`src/rtl/branch_resolve_pkg.sv`:
```
// Shared types and constants for the EX-stage branch resolution slice.
package branch_resolve_pkg;

   localparam logic        BP_TAKEN       = 1'b1;
   localparam logic        BP_NO          = 1'b0;
   localparam logic [31:0] DELAY_SLOT_OFS = 32'd8;

   typedef enum logic {
      ST_RUN   = 1'b0,
      ST_FLUSH = 1'b1
   } br_state_e;

   typedef struct packed {
      logic [31:0] pc;
      logic        taken;
      logic [31:0] target;
   } br_entry_t;

   // Fetch PC after a not-taken branch skips the delay slot; wraps at 32 bits.
   function automatic logic [31:0] fallthrough_pc(input logic [31:0] pc);
      return pc + DELAY_SLOT_OFS;
   endfunction

endpackage

```
`src/rtl/branch_resolve_fifo.sv`:
```
// In-order prediction queue (br_pred_fifo): circular buffer with push, pop and clear.
// Pointers carry one extra wrap bit so full/empty fall out of an MSB compare.
module br_pred_fifo
   import branch_resolve_pkg::*;
#(
   parameter int DEPTH = 4
) (
   input  logic      clk,
   input  logic      rst,
   input  logic      clear,
   input  logic      push,
   input  logic      pop,
   input  br_entry_t din,
   output br_entry_t head,
   output logic      full,
   output logic      empty
);

   localparam int AW = $clog2(DEPTH);
   localparam int PW = AW + 1;
   localparam logic [PW-1:0] PTR_ONE = PW'(1);

   br_entry_t       mem_r [DEPTH];
   logic [PW-1:0]   wr_ptr_r;
   logic [PW-1:0]   rd_ptr_r;
   logic            push_ok_s;
   logic            pop_ok_s;

   assign empty     = (wr_ptr_r == rd_ptr_r);
   assign full      = (wr_ptr_r[AW] != rd_ptr_r[AW]) && (wr_ptr_r[AW-1:0] == rd_ptr_r[AW-1:0]);
   assign push_ok_s = push && (!full || pop);
   assign pop_ok_s  = pop && !empty;
   assign head      = mem_r[rd_ptr_r[AW-1:0]];

   // Pointer update; clear discards every outstanding entry.
   always_ff @(posedge clk or negedge rst) begin
      if (!rst) begin
         wr_ptr_r <= {PW{1'b0}};
         rd_ptr_r <= {PW{1'b0}};
      end else if (clear) begin
         wr_ptr_r <= {PW{1'b0}};
         rd_ptr_r <= {PW{1'b0}};
      end else begin
         if (push_ok_s) wr_ptr_r <= wr_ptr_r + PTR_ONE;
         if (pop_ok_s)  rd_ptr_r <= rd_ptr_r + PTR_ONE;
      end
   end

   // Entry storage.
   always_ff @(posedge clk) begin
      if (push_ok_s && !clear) mem_r[wr_ptr_r[AW-1:0]] <= din;
   end

endmodule

```
`src/rtl/branch_resolve.sv`:
```
// Checks queued branch predictions against EX outcomes and drives flush/redirect/update.
// Optional BR_STATS_EN adds saturating resolution and mispredict counters.
module branch_resolve
   import branch_resolve_pkg::*;
#(
   parameter int DEPTH      = 4,
   parameter int FLUSH_HOLD = 1,
   parameter int CNT_W      = 32
) (
   input  logic              clk,
   input  logic              rst,
   input  logic              pred_valid,
   input  logic              pred_taken,
   input  logic [31:0]       pred_pc,
   input  logic [31:0]       pred_target,
   input  logic              res_valid,
   input  logic [31:0]       res_pc,
   input  logic              res_taken,
   input  logic [31:0]       res_target,
   output logic              flush,
   output logic [31:0]       redirect_pc,
   output logic              bp_update,
   output logic              q_full,
   output logic              q_empty,
   output logic              res_err
`ifdef BR_STATS_EN
   ,
   output logic [CNT_W-1:0]  stat_branches,
   output logic [CNT_W-1:0]  stat_mispred
`endif
);

   localparam int HW = $clog2(FLUSH_HOLD + 1);
   localparam logic [HW-1:0] HOLD_INIT = HW'(FLUSH_HOLD - 1);
   localparam logic [HW-1:0] HOLD_ONE  = HW'(1);

   br_state_e    state_r, state_nxt_s;
   logic         flush_r, flush_nxt_s;
   logic         bp_update_r, bp_update_nxt_s;
   logic [31:0]  redirect_r, redirect_nxt_s;
   logic [HW-1:0] hold_r, hold_nxt_s;
   logic         res_err_r, res_err_nxt_s;

   logic         push_s, pop_s, mispred_s;
   logic         full_s, empty_s;
   br_entry_t    head_s, din_s;

   assign din_s = '{pc: pred_pc, taken: pred_taken, target: pred_target};

   br_pred_fifo #(.DEPTH(DEPTH)) u_fifo (
      .clk   (clk),
      .rst   (rst),
      .clear (mispred_s),
      .push  (push_s),
      .pop   (pop_s),
      .din   (din_s),
      .head  (head_s),
      .full  (full_s),
      .empty (empty_s)
   );

   // Next-state and output decode; wrong-path traffic is ignored while flushing.
   always_comb begin
      state_nxt_s     = state_r;
      flush_nxt_s     = flush_r;
      bp_update_nxt_s = 1'b0;
      redirect_nxt_s  = redirect_r;
      hold_nxt_s      = hold_r;
      res_err_nxt_s   = res_err_r;
      push_s          = 1'b0;
      pop_s           = 1'b0;
      mispred_s       = 1'b0;
      case (state_r)
         ST_RUN: begin
            pop_s     = res_valid && !empty_s;
            mispred_s = pop_s && ((head_s.taken != res_taken) ||
                                  ((res_taken == BP_TAKEN) && (head_s.target != res_target)));
            push_s    = pred_valid && (!full_s || pop_s) && !mispred_s;
            if ((pred_valid && full_s && !pop_s) || (res_valid && empty_s) ||
                (pop_s && (res_pc != head_s.pc))) begin
               res_err_nxt_s = 1'b1;
            end else begin
               res_err_nxt_s = res_err_r;
            end
            if (mispred_s) begin
               state_nxt_s     = ST_FLUSH;
               flush_nxt_s     = 1'b1;
               bp_update_nxt_s = 1'b1;
               redirect_nxt_s  = (res_taken == BP_TAKEN) ? res_target : fallthrough_pc(res_pc);
               hold_nxt_s      = HOLD_INIT;
            end else begin
               flush_nxt_s     = 1'b0;
            end
         end
         ST_FLUSH: begin
            if (hold_r == {HW{1'b0}}) begin
               state_nxt_s = ST_RUN;
               flush_nxt_s = 1'b0;
            end else begin
               hold_nxt_s  = hold_r - HOLD_ONE;
            end
         end
         default: begin
            state_nxt_s = ST_RUN;
            flush_nxt_s = 1'b0;
         end
      endcase
   end

   // State and registered-output update.
   always_ff @(posedge clk or negedge rst) begin
      if (!rst) begin
         state_r     <= ST_RUN;
         flush_r     <= 1'b0;
         bp_update_r <= 1'b0;
         redirect_r  <= 32'd0;
         hold_r      <= {HW{1'b0}};
         res_err_r   <= 1'b0;
      end else begin
         state_r     <= state_nxt_s;
         flush_r     <= flush_nxt_s;
         bp_update_r <= bp_update_nxt_s;
         redirect_r  <= redirect_nxt_s;
         hold_r      <= hold_nxt_s;
         res_err_r   <= res_err_nxt_s;
      end
   end

   assign flush       = flush_r;
   assign bp_update   = bp_update_r;
   assign redirect_pc = redirect_r;
   assign res_err     = res_err_r;
   assign q_full      = full_s;
   assign q_empty     = empty_s;

`ifdef BR_STATS_EN
   logic [CNT_W-1:0] stat_br_r, stat_mp_r;

   // Saturating statistics counters.
   always_ff @(posedge clk or negedge rst) begin
      if (!rst) begin
         stat_br_r <= {CNT_W{1'b0}};
         stat_mp_r <= {CNT_W{1'b0}};
      end else begin
         if (pop_s && (stat_br_r != {CNT_W{1'b1}}))     stat_br_r <= stat_br_r + CNT_W'(1);
         if (mispred_s && (stat_mp_r != {CNT_W{1'b1}})) stat_mp_r <= stat_mp_r + CNT_W'(1);
      end
   end

   assign stat_branches = stat_br_r;
   assign stat_mispred  = stat_mp_r;
`endif

endmodule

```
`config.mk`:
```
export PLATFORM = sky130hd
export DESIGN_NAME = branch_resolve
export DESIGN_NICKNAME = d
export VERILOG_FILES = /design/src/rtl/branch_resolve_pkg.sv /design/src/rtl/branch_resolve_fifo.sv /design/src/rtl/branch_resolve.sv
export SDC_FILE = /design/constraint.sdc
export NUM_CORES = 1
export LEC_CHECK = 0
export ABC_AREA = 1
export CAP_MARGIN = 40
export CORE_MARGIN = 2
export CORE_UTILIZATION = 50
export DETAILED_ROUTE_END_ITERATION = 6
export DONT_BUFFER_PORTS = 1
export GPL_TIMING_DRIVEN = 1
export PLACE_DENSITY = 0.7
export SLEW_MARGIN = 20
export SYNTH_ARGS = -nofsm -noshare
export SYNTH_HDL_FRONTEND = slang
export SYNTH_SLANG_ARGS = --single-unit
```
`constraint.sdc`:
```
create_clock -name clk -period 7.3 [get_ports clk]
set_input_delay 1.46 -clock clk [delete_from_list [all_inputs] [get_ports clk]]
set_output_delay 1.46 -clock clk [all_outputs]
set_load 0.05 [all_outputs]
```
# == Yosys cells after proc, flatten, opt, wreduce, memory -nomap -nowiden ==
# Memories as Yosys holds them, arrays and structs flattened.
# Index checks and enable logic that the tools add are counted.
# word_totals
latch_bits,0
output_inout_bits,37
elab_cells,68
memories,1
in_bits,134
regBits,43
ramBits,260
mem_bits_ro,0
# memory_table
memory,depth,word_bits,rd,rd_clocked_by_memory_dff,write_ports,line_no,source
u_fifo.mem_r,4,65,1,0,1,branch_resolve_fifo.sv:23,br_entry_t mem_r [DEPTH];
# classes
muxes,19
n_bitwise,1
n_mul,0
order_cmp,0
div_mod_pow,0
reduce_logical,27
n_eq_ne,8
shifts,0
n_addsub,4
# op_table
op,n
32-bit inequality test,2
32-bit by 4-bit adder with 32-bit output (second input constant),1
32-bit two-way mux,1
1-bit logical AND,13
3-bit two-way mux,4
1-bit two-way mux,11
3-bit by 1-bit adder with 3-bit output (second input constant),2
1-bit case mux with 2 select lines,3
1-bit zero test,5
1-bit logical OR,5
2-bit inequality test (second input constant),2
2-bit AND reduction,2
2-bit nonzero test,2
3-bit equality test,1
2-bit equality test,1
1-bit inequality test,2
1-bit inverter,1
1-bit subtractor (second input constant),1

# == Depth between registers and ports, before layout ==
# Gate-level depths: netlist of the first run.
# An unclocked memory read counts as a cell.
# depth
ltp_word,12
mapped_depth,19

# == Cells and area by module ==
# A second synthesis of the first run with hierarchy kept.
# unflattened
hier_cells,1375
area_unflattened_um2,14251.2
# modules_own_cells
mod,instances,cells_per_inst,area_each_um2
br_pred_fifo,1,691,10555.1
branch_resolve,1,684,3696.0

# == Worst setup path after synthesis of the first run ==
# OpenSTA, ideal clock, no wires.
# synth_path
path_type,input to register
startpoint,in res_taken
endpoint,"mem u_fifo.mem_r[0][0] (netlist name), enable pin"
stages,11
slack_ns,1.549
n_path_buf,1
arrival_time_ns,5.263
cell_sequence,clkbuf_1 > nand3_1 > nor2_1 > nand2_1 > nor2_1 > nand2_1 > nor2_1 > nand3_1 > nand2_1 > nand2_1 > nor2_1
# synth_between
elab_chain_len,10
elab_cells_between_ends,13
classes_between,eq/ne (1); mux (4); reduce/logical (8)
# synth_rtl
item,line_no,source
"start, declared",branch_resolve.sv:18,"input logic res_taken,"
1-bit inequality test or 1-bit logical AND (tied branches),"branch_resolve.sv:76, branch_resolve.sv:77",
1-bit logical OR *,branch_resolve.sv:76,mispred_s = pop_s && ((head_s.taken != res_taken) ||
1-bit logical AND *,branch_resolve.sv:76,
1-bit zero test,branch_resolve.sv:78,push_s = pred_valid && (!full_s || pop_s) && !mispred_s;
1-bit logical AND,branch_resolve.sv:78,
1-bit two-way mux,branch_resolve.sv:73,case (state_r)
1-bit logical AND,branch_resolve_fifo.sv:31,assign push_ok_s = push && (!full || pop);
1-bit logical AND *,branch_resolve_fifo.sv:51,if (push_ok_s && !clear) mem_r[wr_ptr_r[AW-1:0]] <= din;
1-bit two-way mux *,branch_resolve_fifo.sv:51,
1-bit two-way mux (implied by the code) *,branch_resolve_fifo.sv:51,
"end, declared",branch_resolve_fifo.sv:23,
# Every way passes the cells marked *; elsewhere a longest branch is shown, timed or not.

# == Worst setup path in the final report of the first run ==
# layout_path
startpoint,reg u_fifo.rd_ptr_r[0]
endpoint,"mem u_fifo.mem_r[3][40] (netlist name), enable pin"
# layout_between
elab_chain_len,12
elab_cells_between_ends,25
classes_between,eq/ne (4); mux (5); reduce/logical (15); memory (1)
# layout_rtl
item,line_no,source
"start, declared",branch_resolve_fifo.sv:25,logic [PW-1:0] rd_ptr_r;
"start signal, assigned",branch_resolve_fifo.sv:39,rd_ptr_r <= {PW{1'b0}};
"start signal, assigned",branch_resolve_fifo.sv:42,rd_ptr_r <= {PW{1'b0}};
"start signal, assigned",branch_resolve_fifo.sv:45,if (pop_ok_s) rd_ptr_r <= rd_ptr_r + PTR_ONE;
memory 4 x 65 bit,n/a,
32-bit inequality test,branch_resolve.sv:77,((res_taken == BP_TAKEN) && (head_s.target != res_target)));
1-bit logical AND,branch_resolve.sv:77,
1-bit logical OR,branch_resolve.sv:76,
1-bit logical AND,branch_resolve.sv:76,
1-bit zero test,branch_resolve.sv:78,
1-bit logical AND,branch_resolve.sv:78,
1-bit two-way mux,branch_resolve.sv:73,
1-bit logical AND,branch_resolve_fifo.sv:31,
1-bit logical AND *,branch_resolve_fifo.sv:51,
1-bit two-way mux *,branch_resolve_fifo.sv:51,
1-bit two-way mux (implied by the code) *,branch_resolve_fifo.sv:51,
# Marks and branches as above.

==> results by group, run 1 <==
Drt
  • DR vias: 9,642
  • Final WL: 36,600 um
  • Drt drc: 0
  • DRT Pass-1 Iters: 7
  • Avg WL per Cell: 21.8 um
  • DRT iter0 DRCs: 855
  • Vias/cell: 5.73
  • Antenna violation net count after detailed routing: 0

Yosys
  • Asr flop ratio synth: 13.3%
  • Compound-Gate Fraction of Synth Area: 3.53%
  • Post-synthesis cell count: 1,319
  • Post-synth top area cell: edfxtp_1
  • Syn. warnings: 0
  • Sequential cell area fraction in the yosys report: 65.1%
  • Distinct cell type count after synthesis: 35
  • Mux share of post-synthesis cell area: 0.961%
  • Post-synth top area share: 57.7%
  • Seq cells post-synth: 300
  • Post-Synth Simple-Gate Area: 22.8%
  • Main flop type after synthesis: edfxtp_1
  • Post-synth EDFFs: 260
  • Synthesized area: 13,500 um2
  • Synth area leaders: edfxtp_1 58%, nand2_1 13%, dfrtp_1 7.4%, nand3_1 6.0%, o21ai_0 2.4%
  • XOR/XNOR share of the synthesized area: 2.78%
  • Main combinational cell family by area after synthesis: simple AND/OR/NAND/NOR gates
  • Post-synthesis adder-cell area fraction: 0.554%
  • Syn_area_per_cell: 10.3 um2
  • Syn_nets: 1,459

Global routing
  • GRT Residual Overflow: 0
  • Initial antenna violation count: 0
  • Vias in the first global route: 9,274
  • Largest net degree at the start of global routing: 81
  • First-pass GRT wire length: 55,400 um
  • Overall Global Routing Usage: 25.8%

Floorplan
  • Core ar.: 26,800 um2
  • Die ar.: 28,400 um2
  • Die height: 169 um
  • Initial Utilization: 50.5%
  • FP Rows: 60
  • Die width: 169 um
  • Ports: 171

Clock network
  • CTS Root Cell: clkbuf_16
  • CTS Hold Bufs: 0
  • Clock Path Buffers: 3
  • TritonCTS buffer count: 31
  • CTS H-Tree Depth: 1
  • Post-cts sizing count: 0
  • CTS tree: done
  • Clock Sinks: 300
  • Setup bufs post-CTS: 0
  • Worst-path clk slew: 0.06 ns
  • Clk Latency, worst-skew pair: 0.57 ns

STA
  • Tightest Pin Transition: 0.775 ns
  • Fin crit share: 71.3%
  • Min Tclk post-route: 5.21 ns
  • Hold_ws: 0.584 ns
  • Fmax: 192 MHz
  • Fin. Hold Viols: 0
  • Slew margin rel.: 48.3%
  • Clock skew: 0.0190 ns
  • Slew Limit Fails: 0
  • Setup TNS: 0 ns
  • RSZ-0062 raised after global routing: false
  • # setup viols final: 0

Placement
  • Final Wtd Congestion: 0.950
  • Post-DP HPWL: 25,500 um
  • # port buffers: 0

Power and ir drop
  • Max IR drop VDD: 0.000227 V
  • Pwr Density: 403 nW/um2
  • Tot Pwr: 6.03 mW
  • Pleak: 5.86 nW

Finish
  • FILL cells: 2,216
  • Final net count: 1,456
  • Fin util: 55.9%
  • Fraction of layout cells with a size suffix above 1: 5.97%
  • Commonest non-fill, non-tap cells in the layout: 467 x nand2_1, 260 x edfxtp_1, 161 x nand3_1, 66 x inv_1, 65 x o21ai_0
  • Area growth, synth to finish: 10.7%
  • Most common cell after layout, fill and taps aside: nand2_1

Critical path
  • Worst reg2reg setup slack: 2.09 ns
  • WS Path Type: reg -> reg
  • CP required: 7.53 ns
  • Crit. End Element: register
  • CP arrival: 5.44 ns
  • CP max FO: 58
  • Startpoint Class: register

Hold path
  • HP Class: in -> async

Job
  • Max-Cap Viols: 0

Status
  • Status: complete, no violations
sequential cells by signal, indices dropped and copies added, names as in the netlist:
name	cells
flush	1
redirect_pc	32
res_err	1
u_fifo.mem_r	260
u_fifo.rd_ptr_r	3
u_fifo.wr_ptr_r	3
per-stage QoR:
step | cells | worst slack [ns] | cell area (um2)
6_report | 1683 | 2.09 | 15000
5_1_grt | 1682 | 1.69 | 15000
4_1_cts | 1681 | 2.15 | 15000
3_5_place_dp | 1623 | 2.19 | 13900
3_3_place_gp | 1614 | 1.62 | 13800
2_1_floorplan | 1319 | 1.55 | 13500
final timing paths:
| kind | start | endpoint | cells after the start |
|---|---|---|---|
| max in group asynchronous | rst | u_fifo.rd_ptr_r[0]$_DFFE_PN0P_ | 0 |
| min reg2reg | u_fifo.wr_ptr_r[1]$_DFFE_PN0P_ | u_fifo.wr_ptr_r[1]$_DFFE_PN0P_ | 2 |
| max reg2reg | u_fifo.rd_ptr_r[0]$_DFFE_PN0P_ | u_fifo.mem_r[3][40]$_DFFE_PP_ | 15 |
| min | rst | redirect_pc[18]$_DFFE_PN0P_ | 0 |
| min in group clk | u_fifo.wr_ptr_r[1]$_DFFE_PN0P_ | u_fifo.wr_ptr_r[1]$_DFFE_PN0P_ | 2 |
| max | u_fifo.rd_ptr_r[0]$_DFFE_PN0P_ | u_fifo.mem_r[3][40]$_DFFE_PP_ | 15 |
layer usage:
layer / track usage [%] / part of all wire [%] / vias to the layer above
met5: 0 / 0 / -
met4: 9.00 / 3.7 / 0
met3: 6.85 / 10 / 79
met2: 41.2 / 47 / 471
met1: 34.5 / 39 / 4613
li1: - / - / 4479
cells by family (layout without fill, tap and decap cells):
family,after synthesis,after routing
DFF,300,300
xor gates and xnor gates,43,43
AOI/OAI and AO/OA,90,90
and+or+nand+nor,740,740
other,0,1
buffers and inverters,127,149
muxes,13,13
adders and majority gates,6,6
cells in the mapped netlist, types with 3 or more instances:
library cell  number
o22ai_1            8
nor2_1            68
edfxtp_1         260
nand2_1          467
buf_6              6
inv_1             66
buf_4              8
buf_2             26
dfrtp_1           40
nor4_1             7
or2_2              4
mux2i_1           13
xnor2_1            6
ha_1               6
xor2_1            37
nand3_1          161
o21ai_0           65
nand3b_1           6
a21oi_1            7
o21ai_1            4
nor3_1            12
clkbuf_1          16
inv_2              3
nand4_1           12
where the power goes:
part           switching (mW)  internal [mW]
Sequential              0.492           2.22
Clock                   0.646          0.920
Combinational            1.21          0.546
Total                    2.34           3.69
final cells by class:
type,instances,area [um2],share of cell area (%)
Sequential cell,300,8810,58.8
Multi-Input combinational cell,892,4180,27.9
Clock buffer,44,855,5.70
Tap cell,341,427,2.85
Timing Repair Buffer,21,284,1.90
Inverter,70,264,1.76
Clock inverter,14,160,1.07
Antenna cell,1,2.50,0.0167
worst max-delay path, cell delays in order (launching register included):
cell and delay (ns):
dfrtp_4 0.78, clkinv_2 0.73, buf_4 0.58, nand2_1 0.13, nand3_1 0.11, nand2_1 0.09, nand2_1 0.05, a21oi_1 0.13
nand3_1 0.13, nor2_1 0.13, nand3_1 0.20, nand2_1 0.24, nand2_1 0.32, nor2_4 0.64, buf_16 0.25, buf_4 0.31
Note: power is estimated with default switching activity, not from simulation.
==> run 2, diff against run 1 <==
clock period = 4.88 ns   (was 7.3 ns; I/O delays follow)
==> run 2 against run 1 <==
Clock-buffer cell count down 12; hold slack worse by 0.47 ns; sequential share of layout area up 0.69 points; global-route usage down 0.90 points; largest cell class unchanged; largest power group unchanged; highest routed layer unchanged.
==> results by group, run 2 (synthesized netlist as in run 1, its figures left out) <==
Placement
  • Post-DP HPWL: 24,400 um (was 25,500 um)
  • Final Wtd Congestion: 0.946 (was 0.950)
  • # port buffers: 0 (unchanged)
  • Post-placement cell area: 13,800 um2 (was 13,900 um2)

Power and ir drop
  • Net Switching: 3.44 mW (was 2.34 mW)
  • Reg power frac: 45.5% (was 45.0%)
  • Tot Pwr: 8.80 mW (was 6.03 mW)
  • Clk pwr share: 24.6% (was 26.0%)
  • Sw Ratio: 39.1% (was 38.9%)
  • Logic pwr share: 29.9% (was 29.1%)
  • Max IR drop VDD: 0.000369 V (was 0.000227 V)
  • Internal: 5.36 mW (was 3.69 mW)
  • Pwr Density: 594 nW/um2 (was 403 nW/um2)
  • Pleak: 5.80 nW (was 5.86 nW)

Critical path
  • Startpoint Class: register (unchanged)
  • Crit. End Element: register (unchanged)
  • CP arrival: 4.69 ns (was 5.44 ns)
  • WS Path Type: reg -> reg (unchanged)
  • Reg2reg end: u_fifo.mem_r[1][58]$_DFFE_PP_ (was u_fifo.mem_r[3][40]$_DFFE_PP_)
  • Worst R2R Start: u_fifo.rd_ptr_r[0]$_DFFE_PN0P_ (unchanged)
  • Worst reg2reg setup slack: 0.37 ns (was 2.09 ns)
  • CP max FO: 51 (was 58)
  • Cell count of the worst reg-to-reg path: 16 (was 15)
  • CP required: 5.06 ns (was 7.53 ns)

Clock network
  • Clock Path Buffers: 3 (unchanged)
  • CTS H-Tree Depth: 1 (unchanged)
  • Clk Latency, worst-skew pair: 0.56 ns (was 0.57 ns)
  • CTS tree: done (unchanged)
  • Post-cts sizing count: 0 (unchanged)
  • Clock Sinks: 300 (unchanged)
  • Setup bufs post-CTS: 0 (unchanged)
  • Worst-path clk slew: 0.06 ns (about the same)
  • CTS Root Cell: clkbuf_16 (unchanged)
  • CTS Hold Bufs: 0 (unchanged)
  • TritonCTS buffer count: 29 (was 31)

Job
  • Max-Cap Viols: 0 (unchanged)

STA
  • Slew margin rel.: 49.4% (was 48.3%)
  • Setup TNS: 0 ns (unchanged)
  • # setup viols final: 0 (unchanged)
  • RSZ-0062 raised after global routing: false (unchanged)
  • Hold_ws: 0.111 ns (was 0.584 ns)
  • Fin crit share: 92.4% (was 71.3%)
  • Fmax: 222 MHz (was 192 MHz)
  • Slew Limit Fails: 0 (unchanged)
  • Tightest Pin Transition: 0.757 ns (was 0.775 ns)
  • Clock skew: 0.0159 ns (was 0.0190 ns)
  • Fin. Hold Viols: 0 (unchanged)
  • Min Tclk post-route: 4.51 ns (was 5.21 ns)

Finish
  • Design area: 14,800 um2 (was 15,000 um2)
  • Max FFs per register: 260 (unchanged)
  • Most common cell after layout, fill and taps aside: nand2_1 (unchanged)
  • Fin util: 55.3% (was 55.9%)
  • Final net count: 1,455 (was 1,456)
  • Area growth, synth to finish: 9.38% (was 10.7%)
  • Commonest non-fill, non-tap cells in the layout: 467 x nand2_1, 260 x edfxtp_1, 161 x nand3_1, 66 x inv_1, 65 x o21ai_0 (unchanged)
  • Fraction of layout cells with a size suffix above 1: 5.91% (was 5.97%)
  • FILL cells: 2,226 (was 2,216)

Floorplan
  • Die height: 169 um (unchanged)
  • Die width: 169 um (unchanged)
  • Die ar.: 28,400 um2 (unchanged)
  • Ports: 171 (unchanged)
  • Initial Utilization: 50.5% (unchanged)
  • Core ar.: 26,800 um2 (unchanged)
  • FP Rows: 60 (unchanged)

Status
  • Status: complete, no violations (unchanged)

Drt
  • Drt drc: 0 (unchanged)
  • Final WL: 35,600 um (was 36,600 um)
  • DRT iter0 DRCs: 891 (was 855)
  • Vias/cell: 5.63 (was 5.73)
  • DR vias: 9,453 (was 9,642)
  • Avg WL per Cell: 21.2 um (was 21.8 um)
  • Antenna violation net count after detailed routing: 0 (unchanged)
  • DRT Pass-1 Iters: 6 (was 7)

Global routing
  • Initial antenna violation count: 1 (was 0)
  • First-pass GRT wire length: 53,200 um (was 55,400 um)
  • GRT Residual Overflow: 0 (unchanged)
  • Vias in the first global route: 8,981 (was 9,274)
  • Overall Global Routing Usage: 24.9% (was 25.8%)
  • Largest net degree at the start of global routing: 68 (was 81)

Hold path
  • HP Class: in -> async (unchanged)
==> run 2: cell types whose count changed in the layout (fill, tap and decap cells not counted), sizes merged <==
cell      before  now
clkbuf        44   32
clkinv         8   15
buf           21   22
clkinvlp       4    3
diode          1    2
==> run 2: worst max-delay path: stages (launching register included) <==
cell and delay, ns:
dfrtp_4 0.68, clkinv_2 0.69, buf_4 0.42, nand2_1 0.07, nand3_1 0.06, nand2_1 0.13
nor2_1 0.05, nor2_1 0.08, nand2_1 0.06, nor2_1 0.08, nand2_1 0.08, nor2_1 0.09
nand3_1 0.21, nand2_1 0.24, nand2_1 0.32, nor2_4 0.18, buf_4 0.56
==> run 2: worst max path at each step <==
stage,from,endpoint,slack [ns]
floorplan,u_fifo.rd_ptr_r[0]$_DFFE_PN0P_,u_fifo.mem_r[0][0]$_DFFE_PP_,-0.50
global placement,u_fifo.rd_ptr_r[0]$_DFFE_PN0P_,u_fifo.mem_r[0][55]$_DFFE_PP_,0.48
detailed placement,u_fifo.rd_ptr_r[0]$_DFFE_PN0P_,u_fifo.mem_r[2][9]$_DFFE_PP_,0.47
CTS,u_fifo.rd_ptr_r[0]$_DFFE_PN0P_,u_fifo.mem_r[0][64]$_DFFE_PP_,0.45
global route,u_fifo.rd_ptr_r[0]$_DFFE_PN0P_,u_fifo.mem_r[1][58]$_DFFE_PP_,0.07
finish,u_fifo.rd_ptr_r[0]$_DFFE_PN0P_,u_fifo.mem_r[1][58]$_DFFE_PP_,0.37
==> run 2: area by class of cell <==
| class | count | area [um2] | share of cell area, % |
|---|---|---|---|
| clock inverters | 20 | 180 | 1.22 |
| diodes | 2 | 5.00 | 0.0338 |
| inverters | 70 | 264 | 1.78 |
| repair buffers | 22 | 206 | 1.39 |
| clock buffers | 32 | 737 | 4.98 |
| well taps | 341 | 427 | 2.88 |
| multi-input cells | 892 | 4180 | 28.2 |
| flip-flops and latches | 300 | 8810 | 59.5 |
==> run 2: metal layers <==
layer	share of wire, %	global-route usage [%]	wire, um	vias to the layer above
met5	0	0	0	-
met4	3.3	8.32	1170	0
met3	9.6	6.64	3420	68
met2	46	40.4	16500	433
met1	41	32.8	14500	4487
li1	-	-	-	4465
==> run 2: through the flow <==
step	std cells	setup slack, ns
2_1_floorplan	1319	-0.497
3_3_place_gp	1619	0.479
3_5_place_dp	1623	0.472
4_1_cts	1675	0.445
5_1_grt	1677	0.0709
6_report	1679	0.372
==> run 2: power groups by stage <==
| stage | Sequential (mW) | Clock [mW] | Combinational [mW] |
|---|---|---|---|
| 4_1_cts | 4.00 | 2.20 | 2.59 |
| 5_1_grt | 4.05 | 2.30 | 2.96 |
| 3_5_place_dp | 4.05 | 0 | 2.58 |
| 6_report | 4.00 | 2.17 | 2.63 |
| 3_3_place_gp | 4.06 | 0 | 2.48 |
| 2_1_floorplan | 3.99 | 0 | 1.99 |
==> run 3, diff against run 2 <==
DONT_BUFFER_PORTS = default   (was 1)
PLACE_DENSITY = 0.81   (was 0.7)
clock period = 4 ns   (was 4.88 ns; I/O delays follow)
==> run 3 against run 2 <==
Die area stayed put; clock-buffer cell count is 5 higher; flip-flop and latch count stayed put; non-clock buffer count is 168 higher; first-iteration DRC count is 22% higher; largest power group is now combinational logic.
==> results by group, run 3 (synthesized netlist as in run 1, its figures left out) <==
Finish
  • Design area: 16,600 um2 (was 14,800 um2)
  • Area growth, synth to finish: 22.6% (was 9.38%)
  • Commonest non-fill, non-tap cells in the layout: 467 x nand2_1, 260 x edfxtp_1, 166 x clkdlybuf4s50_1, 161 x nand3_1, 66 x inv_1 (was 467 x nand2_1, 260 x edfxtp_1, 161 x nand3_1, 66 x inv_1, 65 x o21ai_0)
  • Max FFs per register: 260 (unchanged)
  • Most common cell after layout, fill and taps aside: nand2_1 (unchanged)
  • Final non-filler cell total: 1,849 (was 1,679)
  • Final net count: 1,623 (was 1,455)
  • Fraction of layout cells with a size suffix above 1: 5.51% (was 5.91%)

STA
  • RSZ-0062 raised after global routing: false (unchanged)
  • Fin crit share: 88.0% (was 92.4%)
  • Worst setup margin: 0.482 ns (was 0.372 ns)
  • Slew margin rel.: 45.9% (was 49.4%)
  • Tightest Pin Transition: 0.811 ns (was 0.757 ns)
  • Hold_ws: 0.138 ns (was 0.111 ns)
  • Clock skew: 0.0224 ns (was 0.0159 ns)
  • Fin. Hold Viols: 0 (unchanged)
  • # setup viols final: 0 (unchanged)
  • Fmax: 284 MHz (was 222 MHz)
  • Min Tclk post-route: 3.52 ns (was 4.51 ns)
  • Slew Limit Fails: 0 (unchanged)

Critical path
  • CP max FO: 35 (was 51)
  • Reg2reg end: u_fifo.mem_r[3][8]$_DFFE_PP_ (was u_fifo.mem_r[1][58]$_DFFE_PP_)
  • WS Path Type: reg -> reg (unchanged)
  • Beginning of the critical path: u_fifo.rd_ptr_r[1]$_DFFE_PN0P_ (was u_fifo.rd_ptr_r[0]$_DFFE_PN0P_)
  • CP required: 4.23 ns (was 5.06 ns)
  • Worst setup path end: u_fifo.mem_r[3][8]$_DFFE_PP_ (was u_fifo.mem_r[1][58]$_DFFE_PP_)
  • CP arrival: 3.75 ns (was 4.69 ns)
  • Worst reg2reg setup slack: 0.48 ns (was 0.37 ns)
  • Startpoint Class: register (unchanged)
  • Worst R2R Start: u_fifo.rd_ptr_r[1]$_DFFE_PN0P_ (was u_fifo.rd_ptr_r[0]$_DFFE_PN0P_)
  • Crit. End Element: register (unchanged)
  • Cell count of the worst reg-to-reg path: 12 (was 16)

Power and ir drop
  • Tot Pwr: 11.5 mW (was 8.80 mW)
  • Sw Ratio: 39.2% (was 39.1%)
  • Max IR drop VDD: 0.000463 V (was 0.000369 V)
  • Net Switching: 4.49 mW (was 3.44 mW)
  • Pwr Density: 690 nW/um2 (was 594 nW/um2)
  • Reg power frac: 37.6% (was 45.5%)
  • Logic pwr share: 39.3% (was 29.9%)
  • Pleak: 6.49 nW (was 5.80 nW)
  • Internal: 6.96 mW (was 5.36 mW)
  • Clk pwr share: 23.1% (was 24.6%)

Floorplan
  • Die height: 169 um (unchanged)
  • Initial Utilization: 50.5% (unchanged)
  • Core ar.: 26,800 um2 (unchanged)
  • Ports: 171 (unchanged)
  • FP Rows: 60 (unchanged)
  • Die width: 169 um (unchanged)
  • Die ar.: 28,400 um2 (unchanged)

Global routing
  • First-pass GRT wire length: 56,700 um (was 53,200 um)
  • GRT Residual Overflow: 0 (unchanged)
  • Initial antenna violation count: 2 (was 1)
  • Vias in the first global route: 10.1k (was 8,981)
  • Largest net degree at the start of global routing: 133 (was 68)
  • Overall Global Routing Usage: 26.1% (was 24.9%)

Drt
  • DRT Pass-1 Iters: 7 (was 6)
  • DRT iter0 DRCs: 1,086 (was 891)
  • Vias/cell: 5.59 (was 5.63)
  • Antenna violation net count after detailed routing: 0 (unchanged)
  • DR vias: 10.3k (was 9,453)
  • Avg WL per Cell: 20.1 um (was 21.2 um)
  • Final WL: 37,200 um (was 35,600 um)
  • Drt drc: 0 (unchanged)

Clock network
  • Setup bufs post-CTS: 0 (unchanged)
  • Clock Path Buffers: 3 (unchanged)
  • CTS tree: done (unchanged)
  • CTS Root Cell: clkbuf_16 (unchanged)
  • CTS H-Tree Depth: 1 (unchanged)
  • Clock Sinks: 300 (unchanged)
  • Clk Latency, worst-skew pair: 0.55 ns (was 0.56 ns)
  • Post-cts sizing count: 0 (unchanged)
  • CTS Hold Bufs: 0 (unchanged)
  • TritonCTS buffer count: 29 (unchanged)
  • Worst-path clk slew: 0.06 ns (about the same)

Placement
  • Post-placement cell area: 15,700 um2 (was 13,800 um2)
  • # port buffers: 170 (was 0)
  • Worst slack at placement: 0.462 ns (was 0.472 ns)
  • Post-DP HPWL: 25,400 um (was 24,400 um)
  • Final Wtd Congestion: 0.927 (was 0.946)
  • Placed cells: 1,793 (was 1,623)

Status
  • Status: complete, no violations (unchanged)

Job
  • Max-Cap Viols: 0 (unchanged)

Hold path
  • HP Class: in -> async (unchanged)
## run 3: changes by cell type in the layout (fill, tap and decap cells not counted), sizes merged
| cell | before | now |
|---|---|---|
| buf | 22 | 24 |
| clkbuf | 32 | 37 |
| clkdlybuf4s50 | 0 | 166 |
| clkinv | 15 | 14 |
| bufinv | 3 | 2 |
| clkinvlp | 3 | 2 |
## run 3: how the worst min path moves through the flow
stage	slack, ns	endpoint	cells past startpoint	start
2_1_floorplan	0.50	flush$_DFF_PN0_	0	rst
3_3_place_gp	0.46	redirect_pc[28]$_DFFE_PN0P_	2	redirect_pc[28]$_DFFE_PN0P_
3_5_place_dp	0.47	redirect_pc[28]$_DFFE_PN0P_	2	redirect_pc[28]$_DFFE_PN0P_
4_1_cts	0.13	redirect_pc[31]$_DFFE_PN0P_	1	rst
5_1_grt	0.14	redirect_pc[31]$_DFFE_PN0P_	1	rst
6_report	0.14	redirect_pc[31]$_DFFE_PN0P_	1	rst
## run 3: final cells by class
cell class	instances	area (um2)
sequential	300	8810
clock buffer	37	786
inverter	70	264
antenna	2	5.00
clock inverter	17	143
multi-input combinational	892	4180
tap	341	427
timing repair buffer	190	1990
fill	2051	10200
## run 3: metrics by stage
step,util [%],TNS [ns]
2_1_floorplan,-,-86.84
3_3_place_gp,58.4,0
3_5_place_dp,58.5,0
4_1_cts,61.9,0
5_1_grt,61.9,0
6_report,61.9,0
## run 3: power groups by stage
stage / Combinational, mW / Clock (mW) / Sequential, mW
finish: 4.49 / 2.65 / 4.31
CTS: 4.46 / 2.67 / 4.30
floorplan: 2.43 / 0 / 4.85
detailed placement: 4.43 / 0 / 4.36
global placement: 4.34 / 0 / 4.34
global route: 4.87 / 2.79 / 4.35
## run 3: routing by layer
metal	vias up	share of wire (%)	GRT usage, %
met5	-	0	0
met4	0	4.7	12.3
met3	105	7.1	3.32
met2	504	49	43.7
met1	4925	39	34.0
li1	4806	-	-
## run 3: critical path, stage by stage (launching register included)
cell,delay (ns)
dfrtp_2,0.40
inv_2,0.57
nand3_1,0.21
nand2_1,0.12
nand2_1,0.05
a21oi_1,0.17
nand3_1,0.15
nor2_1,0.19
nand3_1,0.17
nand2_1,0.12
nand2_1,0.29
nor2_4,0.41
buf_12,0.28
